--- config.mk ---
export PLATFORM = sky130hd
export DESIGN_NAME = crc_check_unit
export DESIGN_NICKNAME = d
export VERILOG_FILES = /design/src/rtl/crc_pkg.sv /design/src/rtl/crc8_step.sv /design/src/rtl/crc_check_unit.sv
export SDC_FILE = /design/constraint.sdc
export NUM_CORES = 1
export LEC_CHECK = 0
export BUFFER_PORTS_ARGS = -buffer_cell sky130_fd_sc_hd__buf_2
export CAP_MARGIN = 20
export CELL_PAD_IN_SITES_DETAIL_PLACEMENT = 1
export CELL_PAD_IN_SITES_GLOBAL_PLACEMENT = 1
export CORE_AREA = 4 4 84 63
export DETAILED_ROUTE_END_ITERATION = 8
export DIE_AREA = 0 0 88 67
export GPL_TIMING_DRIVEN = 0
export PLACE_DENSITY_LB_ADDON = 0.1
export REMOVE_ABC_BUFFERS = 1
export SLEW_MARGIN = 20
export SYNTH_ARGS = -nofsm -noshare
export SYNTH_HDL_FRONTEND = slang
export SYNTH_SLANG_ARGS = --single-unit
--- constraint.sdc ---
create_clock -name clk -period 1.75 [get_ports clk]
set_clock_uncertainty 0.05 [all_clocks]
set_input_delay 0.2625 -clock clk [delete_from_list [all_inputs] [get_ports clk]]
set_output_delay 0.2625 -clock clk [all_outputs]
set_load 0.05 [all_outputs]
--- src/rtl/crc_pkg.sv ---
// crc_pkg: shared CRC-8 constants and one-hot FSM encoding for crc_check_unit.
package crc_pkg;
  localparam int CRC_W = 8;
  localparam logic [CRC_W-1:0] POLY = 8'h07;
  localparam logic [CRC_W-1:0] INIT = 8'h00;
  localparam int S_IDLE = 0;
  localparam int S_SHIFT = 1;
  localparam int S_DONE = 2;
  localparam logic [2:0] ST_IDLE = 3'b001;
  localparam logic [2:0] ST_SHIFT = 3'b010;
  localparam logic [2:0] ST_DONE = 3'b100;
endpackage

--- src/rtl/crc8_step.sv ---
// crc8_step: combinational single-bit LFSR update, MSB-first, implicit top term.
module crc8_step
  import crc_pkg::*;
#(
  parameter int W = CRC_W,
  parameter logic [W-1:0] P = POLY
) (
  input  logic [W-1:0] crc_in,
  input  logic         bit_in,
  output logic [W-1:0] crc_out
);
  logic fb;
  assign fb = crc_in[W-1] ^ bit_in;
  assign crc_out = {crc_in[W-2:0], 1'b0} ^ (fb ? P : '0);
endmodule

--- src/rtl/crc_check_unit.sv ---
// crc_check_unit: bit-serial CRC-8 generate/check engine with done/match handshake.
module crc_check_unit
  import crc_pkg::*;
#(
  parameter int DATA_W = 8,
  parameter int CW = (DATA_W > 1) ? $clog2(DATA_W) : 1
) (
  input  logic              clk,
  input  logic              reset,
  input  logic              start,
  input  logic              mode,
  input  logic [DATA_W-1:0] data_in,
  input  logic [CRC_W-1:0]  crc_ref,
  output logic              busy,
  output logic              done,
  output logic              match,
  output logic [CRC_W-1:0]  crc_out
);
  logic [2:0] state_q, state_d;
  logic [DATA_W-1:0] sh_q, sh_d;
  logic [CRC_W-1:0] crc_q, crc_d, ref_q, ref_d, out_q, out_d, nxt;
  logic [CW-1:0] cnt_q, cnt_d;
  logic mode_q, mode_d, match_q, match_d;
  crc8_step #(.W(CRC_W), .P(POLY)) u_step (.crc_in(crc_q), .bit_in(sh_q[DATA_W-1]), .crc_out(nxt));
  always_comb begin
    state_d = state_q;
    sh_d = sh_q;
    crc_d = crc_q;
    cnt_d = cnt_q;
    mode_d = mode_q;
    ref_d = ref_q;
    out_d = out_q;
    match_d = match_q;
    if (state_q[S_IDLE]) begin
      if (start) begin
        sh_d = data_in;
        crc_d = INIT;
        cnt_d = '0;
        mode_d = mode;
        ref_d = crc_ref;
        state_d = ST_SHIFT;
      end
    end else if (state_q[S_SHIFT]) begin
      sh_d = sh_q << 1;
      crc_d = nxt;
      cnt_d = cnt_q + CW'(1);
      if (cnt_q == CW'(DATA_W - 1)) begin
        state_d = ST_DONE;
        out_d = nxt;
        match_d = mode_q && (nxt == ref_q);
      end
    end else begin
      state_d = ST_IDLE;
    end
  end
  always_ff @(posedge clk) begin
    if (!reset) begin
      state_q <= ST_IDLE;
      sh_q <= '0;
      crc_q <= '0;
      cnt_q <= '0;
      mode_q <= 1'b0;
      ref_q <= '0;
      out_q <= '0;
      match_q <= 1'b0;
    end else begin
      state_q <= state_d;
      sh_q <= sh_d;
      crc_q <= crc_d;
      cnt_q <= cnt_d;
      mode_q <= mode_d;
      ref_q <= ref_d;
      out_q <= out_d;
      match_q <= match_d;
    end
  end
  assign busy = state_q[S_SHIFT] | state_q[S_DONE];
  assign done = state_q[S_DONE];
  assign match = match_q;
  assign crc_out = out_q;
endmodule

# [Word-level counts from Yosys, hierarchy flattened]
# Cells that the tools add are included.
[op_classes] addsub=1 n_eq_ne=4 muxes=14 n_bitwise=4 n_reduce_logical=6
[ops] operator="two-way mux 8 bit" n=6
[ops] operator="two-way mux 3 bit" n=8
[ops] operator="equality test 8 bit" n=1
[ops] operator="bitwise XOR 8 bit" n=1
[ops] operator="AND reduction 2 bit" n=3
[ops] operator="adder 3 x 1 -> 3 bit (second input constant)" n=1
[ops] operator="equality test 3 bit (second input constant)" n=1
[ops] operator="!= test 3 x 2 -> 1 bit (second input constant)" n=1
[ops] operator="AND reduction 3 bit" n=1
[ops] operator="!= test 2 bit (second input constant)" n=1
[ops] operator="nonzero test 2 bit" n=1
[ops] operator="logical AND 1 bit" n=1
[ops] operator="inverter 1 bit" n=1
[ops] operator="OR 1 bit" n=1
[ops] operator="bitwise XOR 1 bit" n=1
[totals] reg_bits=40 inputBits=20 out_inout_bits=11 elab_cells=39

# [Depth between registers and ports, before layout]
# Gate-level depths: netlist of run 1.
[logic_depth] ltp_word=5 depth_mapped=6 mapped_depth_nobuf=5

# [Cells and area by module]
# A second synthesis of run 1 with hierarchy kept.
[unflattened] cells_unflattened=179 area_unflattened_um2=1820.5
[modules_own_cells] mod="crc_check_unit" instances=1 cells_each=170 area_each_um2=1719.1 seq_area_each_um2=800.8
[modules_own_cells] mod="crc8_step" instances=1 cells_each=9 area_each_um2=101.3 seq_area_each_um2=0.0

# [Least setup slack after synthesis of run 1]
# OpenSTA, ideal clock, no wires.
[synth_timing] path_kind="reg2reg" start="register cnt_q[0]" end="register out_q[0] (netlist: crc_out[0])" setup_time_ns=0.116 arrival_ns=1.174 required_ns=1.584 setup_slack_ns=0.410 stages_incl_launch_ff=6 n_path_buf=1 period_less_slack_ns=1.340 cell_sequence="dfxtp_1 ha_1 ha_1 and2_1 buf_2 o211a_1"
[synth_via] elab_chain_len=2
[synth_rtl] element="from (decl)" line="crc_check_unit.sv:22" rtl="logic [CW-1:0] cnt_q, cnt_d;"
[synth_rtl] element="from (signal assigned)" line="crc_check_unit.sv:70" rtl="cnt_q <= cnt_d;"
[synth_rtl] element="equality test 3 bit" line="crc_check_unit.sv:47" rtl="if (cnt_q == CW'(DATA_W - 1)) begin"
[synth_rtl] element="AND reduction 3 bit (no source line)"
[synth_rtl] element="to (signal assigned)" line="crc_check_unit.sv:73" rtl="out_q <= out_d;"
[synth_rtl] element="to (decl)" line="crc_check_unit.sv:21" rtl="logic [CRC_W-1:0] crc_q, crc_d, ref_q, ref_d, out_q, out_d, nxt;"
# Every way passes these cells.
# A chain may end at the register's enable or synchronous reset.

# [Worst setup path in the final report of run 1]
[layout_timing] start="register state_q[0]" end="register crc_q[0]"
[layout_via] elab_chain_len=2 word_cells_on_any_way=4 cone_classes="1 x eq/ne; 1 x mux; 2 x reduce/logical"
[layout_rtl] element="from (decl)" line="crc_check_unit.sv:19" rtl="logic [2:0] state_q, state_d;"
[layout_rtl] element="from (signal assigned)" line="crc_check_unit.sv:67" rtl="state_q <= state_d;"
[layout_rtl] element="!= test 2 bit (no source line) or nonzero test 2 bit (tied branches)"
[layout_rtl] element="AND reduction 2 bit (no source line)"
[layout_rtl] element="to (signal assigned)" line="crc_check_unit.sv:69" rtl="crc_q <= crc_d;"
[layout_rtl] element="to (decl)" line="crc_check_unit.sv:21"
# Several ways; a longest one is shown, not always the timed one.

==> out/results.txt, run 1 <==
Status - completed
Initial Util - 38.2%
Cells after synthesis - 181
Synth cell types - 29
Critical path launch point type - register
Compound-Gate Fraction of Synth Area - 18.8%
Yosys warning count - 0
Post-Synth Adder-Cell Area - 1.44%
RSZ-0062 raised after global routing - false
Period utilisation layout - 87.7%
CTS Root Cell - clkbuf_8
N_diodes - 0
Achievable frequency - 652 MHz
CP endpoint kind - register
Met2 usage - 23.3%
Hold Vio Cnt, Final - 0
Global-route wire length before repair - 6490 um
Clock H-tree levels - 2
Area fraction of the dominant cell type after synthesis - 46.1%
Starting DRT DRC Count - 43
Pins Over Slew Limit - 0
CP required - 1920 ps
Via Count - 1346
Grt met3 use - 4.08%
Endpoints failing setup - 0
Post-synthesis mux area share - 4.61%
I/O Pins - 31
Max Buffers Root-to-Sink - 2
Sw Ratio - 25.0%
Placed Area - 1890 um^2
#FFs+latches synth - 40
Share of cells above drive strength 1 - 24.4%
Post-Synth XOR/XNOR Area - 5.54%
Port Buffers - 30
Largest net degree at the start of global routing - 42
Max Cap Violations - 0
WS Path Type - register to register
Post-DP HPWL - 2800 um
Worst min path class - primary input to register
Vias per cell - 4.99
1st-pass router iterations - 4
Die area - 5900 um^2
Pre-CTS setup slack - -245 ps
TritonCTS clock tree - built
Comb power frac - 11.0%
Drt drc - 0
Placed insts - 257
Setup WS post-layout - 215 ps
Avg Synthesized Cell Area - 9.60 um^2
Net Switching - 0.435 mW
Rows - 21
Initial antenna violation count - 0
CTS sink count - 40
Maximum vdd drop - 0.437 mV
Crit path max fanout - 12
Worst Tran Pin Value - 633 ps
Post-route insts no fill - 270
Area growth syn-to-layout - 16.1%
Clk_lat worst skew - 280 ps
Pint - 1.30 mW
Clock power share - 33.0%
Die span in x - 88 um
Final nets - 235
Synthesized area - 1740 um^2
Number of global-route vias before repair - 1387
Antenna-violating nets left - 0
GR met1 Demand/Resource - 18.2%
Cells taking the most area after synthesis - dfxtp_1 (46%), nand2_1 (9.1%), a22oi_1 (4.8%)
Core Footprint - 4550 um^2
Leak - 0.933 nW
Relative slew slack - 57.8%
Flop pwr share - 56.0%
WHS - 186 ps
Core Util, Final - 44.4%
PwrDens - 862 nW/um^2
DRT Wirelength - 3920 um
All-Layer GR Usage - 14.4%
Fin area - 2020 um^2
Top cell type by total area after synthesis - dfxtp_1
GRT Residual Overflow - 0
Fill count - 555
Largest family of logic cells by synthesized area - simple AND/OR/NAND/NOR gates
Clock period minus worst slack - 1530 ps
Gr busiest metal - met2
Seq/Total Area, Yosys - 46.1%
Simple-gate area share of the yosys netlist - 19.2%
RePlAce Congestion - 0.705
CP arrival - 1710 ps
Hold buffer count at cts - 0
Num CTS Buffers - 5
Die height - 67 um
Wire per inst - 14.5 um
Clock-pin slew on the worst setup and hold paths - 80 ps
-- per-stage QoR --
| stage | TNS, ps | total power [mW] |
|---|---|---|
| global route | 0 | 1.85 |
| detailed placement | -2450 | 1.18 |
| finish | 0 | 1.74 |
| global placement | -1510 | 1.17 |
| CTS | 0 | 1.76 |
| floorplan | 0 | 1.11 |
-- power groups by stage --
stage / clock network [mW] / logic (mW) / registers, mW
final: 0.574 / 0.191 / 0.974
after global placement: 0 / 0.175 / 0.992
after detailed placement: 0 / 0.184 / 0.995
after floorplan: 0 / 0.121 / 0.987
after global routing: 0.651 / 0.216 / 0.979
after CTS: 0.600 / 0.185 / 0.974
-- critical path, cell delays in order, from the launching register on --
cell     delay (ps)
dfxtp_2         550
nor2b_4         110
buf_4           180
nor2_4          300
a22oi_1         150
nor2b_1         120
-- logic make-up after synthesis --
family | count (synthesis)
xor gates and xnor gates | 11
DFF | 40
buffers and inverters | 12
muxes | 8
and+or+nand+nor | 67
adders and majority gates | 2
AOI/OAI and AO/OA | 41
-- routing by layer --
| metal | routed length (um) | part of all wire (%) | vias to the layer above |
|---|---|---|---|
| met5 | 0 | 0 | - |
| met3 | 139 | 3.5 | 8 |
| met4 | 53 | 1.4 | 0 |
| met2 | 1850 | 47 | 17 |
| met1 | 1880 | 48 | 637 |
| li1 | - | - | 684 |
-- worst paths after layout --
kind | to | slack [ps] | cells past startpoint | from
min reg2reg | crc_out[1] | 400 | 2 | crc_out[1]
max | crc_q[0] | 220 | 5 | state_q[0]
max reg2reg | crc_q[0] | 220 | 5 | state_q[0]
min | ref_q[4] | 190 | 3 | crc_ref[4]
-- cell usage in the layout (no fill, tap or decap) --
| cell | instances |
|---|---|
| dfxtp_1 | 39 |
| nor4_2 | 1 |
| dfxtp_2 | 1 |
| nand3_1 | 1 |
| a22oi_1 | 11 |
| xor2_1 | 7 |
| inv_1 | 1 |
| or2_2 | 1 |
| clkinv_2 | 1 |
| o31ai_2 | 1 |
| a21boi_0 | 10 |
| buf_4 | 6 |
| nand2_1 | 42 |
| nor2_4 | 1 |
| o211a_1 | 8 |
| nand4_1 | 1 |
| ha_1 | 2 |
| xnor2_1 | 4 |
| o21ai_0 | 3 |
| a21boi_1 | 7 |
| nand2_2 | 2 |
| nor2b_1 | 12 |
| and2_1 | 2 |
| nand2b_4 | 1 |
| and2_2 | 1 |
| clkbuf_8 | 5 |
| buf_2 | 30 |
| clkbuf_1 | 1 |
| a41oi_1 | 1 |
| nor2b_4 | 1 |
| mux2i_1 | 8 |
| nor4_1 | 1 |
-- sequential cells by signal (all words and copies together) (netlist names) --
name / flops
cnt_q: 3
sh_q: 8
crc_out: 8
ref_q: 8
state_q: 3
crc_q: 8
mode_q: 1
match: 1
-- cell usage after synthesis --
cell,n
a21boi_0,10
a21boi_1,7
a22oi_1,11
a41oi_1,1
and2_1,3
buf_2,3
buf_4,1
buf_6,3
clkbuf_1,4
dfxtp_1,40
ha_1,2
inv_1,1
mux2i_1,8
nand2_1,42
nand2_2,2
nand2b_4,1
nand3_1,1
nand4_1,1
nor2_2,1
nor2b_1,12
nor2b_4,1
nor4_1,1
nor4_2,1
o211a_1,8
o21ai_0,3
o31ai_2,1
or2_2,1
xnor2_1,4
xor2_1,7
-- cell type report --
class	count	area, um^2	share of cell area (%)
multi-input combinational	129	868	43.0
timing repair buffer	36	195	9.67
clock buffer	6	72.6	3.60
clock inverter	1	5.00	0.248
sequential	40	802	39.7
inverter	1	3.75	0.186
tap	57	71.3	3.53
-- what timing repair did --
item | in CTS | in global routing
setup buffers | 0 | 6
setup endpoints to repair | 14 | 8
resized for setup | 2 | 1
Note: power is estimated with default switching activity, not from simulation.
==> run 2, diff against run 1 <==
--- a/config.mk
+++ b/config.mk
@@ -5,7 +5,7 @@
 export SDC_FILE = /design/constraint.sdc
 export NUM_CORES = 1
 export LEC_CHECK = 0
-export BUFFER_PORTS_ARGS = -buffer_cell sky130_fd_sc_hd__buf_2
+export BUFFER_PORTS_ARGS = -buffer_cell sky130_fd_sc_hd__buf_4
 export CAP_MARGIN = 20
 export CELL_PAD_IN_SITES_DETAIL_PLACEMENT = 1
 export CELL_PAD_IN_SITES_GLOBAL_PLACEMENT = 1
==> out/results.txt, run 2 (synthesis gave the netlist of run 1 again) <==
Sw Ratio - 23.7% (-1.3 points)
Port Buffers - 30 (unchanged)
Cell family with most CP delay - simple AND/OR/NAND/NOR gates
Clock-pin slew on the worst setup and hold paths - 80 ps (about the same)
All-Layer GR Usage - 14.8% (+0.34 points)
Area growth syn-to-layout - 21.4%
Bufs and invs on worst path - 0 (-1)
Die span in x - 88 um (unchanged)
Gr busiest metal - met2
Clk_lat worst skew - 280 ps (about the same)
Initial antenna violation count - 0 (unchanged)
Hold depth - 3 (unchanged)
Reg2reg path depth - 4 (-1)
Met2 usage - 23.8% (+0.47 points)
CP required - 1870 ps (-50 ps)
Hold Vio Cnt, Final - 0 (unchanged)
Relative slew slack - 75.5% (+18 points)
N_diodes - 0 (unchanged)
RR Endpoint - crc_q[2]
Max Cap Violations - 0 (unchanged)
Clock period minus worst slack - 1530 ps (-2.68 ps)
Final nets - 233 (-0.85%)
GRT Residual Overflow - 0 (unchanged)
WS Path Type - register to register
Leak - 0.950 nW (+1.8%)
CP arrival - 1650 ps (-60 ps)
Hold buffer count at cts - 0 (unchanged)
Antenna-violating nets left - 0 (unchanged)
Status - completed
Via Count - 1343 (-0.22%)
Most common cell after layout, fill and taps aside - nand2_1
Rows - 21 (unchanged)
Max Buffers Root-to-Sink - 2 (unchanged)
Die area - 5900 um^2 (unchanged)
Die height - 67 um (unchanged)
Worst min path class - primary input to register
Largest net degree at the start of global routing - 42 (unchanged)
Worst Tran Pin Value - 365 ps (-268 ps)
Vias per cell - 5.01 (+0.52%)
Share of cells above drive strength 1 - 24.2% (-0.24 points)
Reg2Reg Setup Slack - 220 ps (about the same)
Reg2reg start - state_q[0]
Grt met3 use - 3.58% (-0.49 points)
CP max stage cell - dfxtp_2
RSZ-0062 raised after global routing - false
Pins Over Slew Limit - 0 (unchanged)
Flop pwr share - 53.1% (-2.9 points)
Crit-path cells - and2_2, nor2_4, a22oi_1, nor2b_1
DRT Wirelength - 3920 um (unchanged)
Initial Util - 38.2% (unchanged)
Comb power frac - 11.1% (about the same)
Wire per inst - 14.6 um (+0.75%)
GR met1 Demand/Resource - 19.6% (+1.4 points)
Fill count - 539 (-2.9%)
Core Footprint - 4550 um^2 (unchanged)
Clock H-tree levels - 2 (unchanged)
Num CTS Buffers - 5 (unchanged)
CTS Root Cell - clkbuf_8
HP Start - crc_ref[5]
Period utilisation layout - 87.6% (-0.15 points)
Global-route wire length before repair - 6680 um (+2.9%)
Post-DP HPWL - 2790 um (-0.56%)
Pint - 1.40 mW (+7.1%)
Clock power share - 35.8% (+2.8 points)
Total power - 1.83 mW (+5.3%)
TritonCTS clock tree - built
Peak per-stage delay on the critical path - 540 ps (about the same)
Critical path launch point type - register
CTS sink count - 40 (unchanged)
Drt drc - 0 (unchanged)
Endpoints failing setup - 0 (unchanged)
Placed insts - 257 (unchanged)
1st-pass router iterations - 4 (unchanged)
Achievable frequency - 653 MHz (+0.17%)
Number of global-route vias before repair - 1413 (+1.9%)
CP endpoint kind - register
I/O Pins - 31 (unchanged)
Starting DRT DRC Count - 64 (+49%)
Post-route insts no fill - 268 (-0.74%)
Maximum vdd drop - 0.441 mV (+0.97%)
RePlAce Congestion - 0.725 (+2.9%)
Most frequent cells in the layout - nand2_1 (42), dfxtp_1 (39), buf_4 (33)
WHS Endpoint - ref_q[5]
Crit path max fanout - 12 (unchanged)
PwrDens - 868 nW/um^2 (+0.74%)
Net Switching - 0.434 mW (about the same)
-- run 2: power groups by stage --
stage / registers, mW / clock network, mW / logic [mW]
3_5_place_dp: 0.995 / 0 / 0.196
4_1_cts: 0.973 / 0.678 / 0.197
6_report: 0.973 / 0.655 / 0.203
5_1_grt: 0.979 / 0.711 / 0.230
3_3_place_gp: 0.992 / 0 / 0.188
2_1_floorplan: 0.987 / 0 / 0.121
-- run 2: worst max-delay path by stage --
stage	startpoint	to	slack [ps]	cells past startpoint
finish	state_q[0]	crc_q[2]	220	4
global route	state_q[0]	crc_q[1]	80	4
CTS	state_q[0]	crc_q[2]	110	4
detailed placement	state_q[0]	crc_q[2]	-240	4
global placement	state_q[0]	crc_q[0]	-150	4
floorplan	state_q[0]	crc_q[0]	210	4
-- run 2: cell type report --
class | instances | area [um^2] | area share, %
clock buffer | 7 | 96.3 | 4.57
inverter | 1 | 3.75 | 0.178
multi-input combinational | 129 | 868 | 41.2
sequential | 40 | 802 | 38.0
tap | 57 | 71.3 | 3.38
timing repair buffer | 34 | 268 | 12.7
-- run 2: through the flow --
step           hold WS, ps  area (um^2)  TNS (ps)  setup slack [ps]  utilization, %
6_report               180         2110         0               218            46.4
5_1_grt                197         2110         0              83.9            46.4
4_1_cts                177         2060         0               110            45.4
3_5_place_dp           400         1960     -2340              -241            43.2
3_3_place_gp           393         1960     -1450              -154            43.2
2_1_floorplan          274         1670         0               207               -
-- run 2: routing by layer --
metal | wire (um) | vias to the layer above | part of all wire [%]
li1 | - | 672 | -
met1 | 1860 | 648 | 47
met2 | 1860 | 18 | 48
met3 | 151 | 5 | 3.9
met4 | 42 | 0 | 1.1
met5 | 0 | - | 0
-- run 2: worst register-to-register path, stage by stage, from the launching register on --
cell and delay (ps):
dfxtp_2 540, and2_2 410, nor2_4 140, a22oi_1 220
nor2b_1 70
-- run 2: repair_timing --
item	in CTS	in global routing
gates resized for setup	2	1
cloned	0	0
endpoints found under the setup margin	13	17
setup buffers	0	4
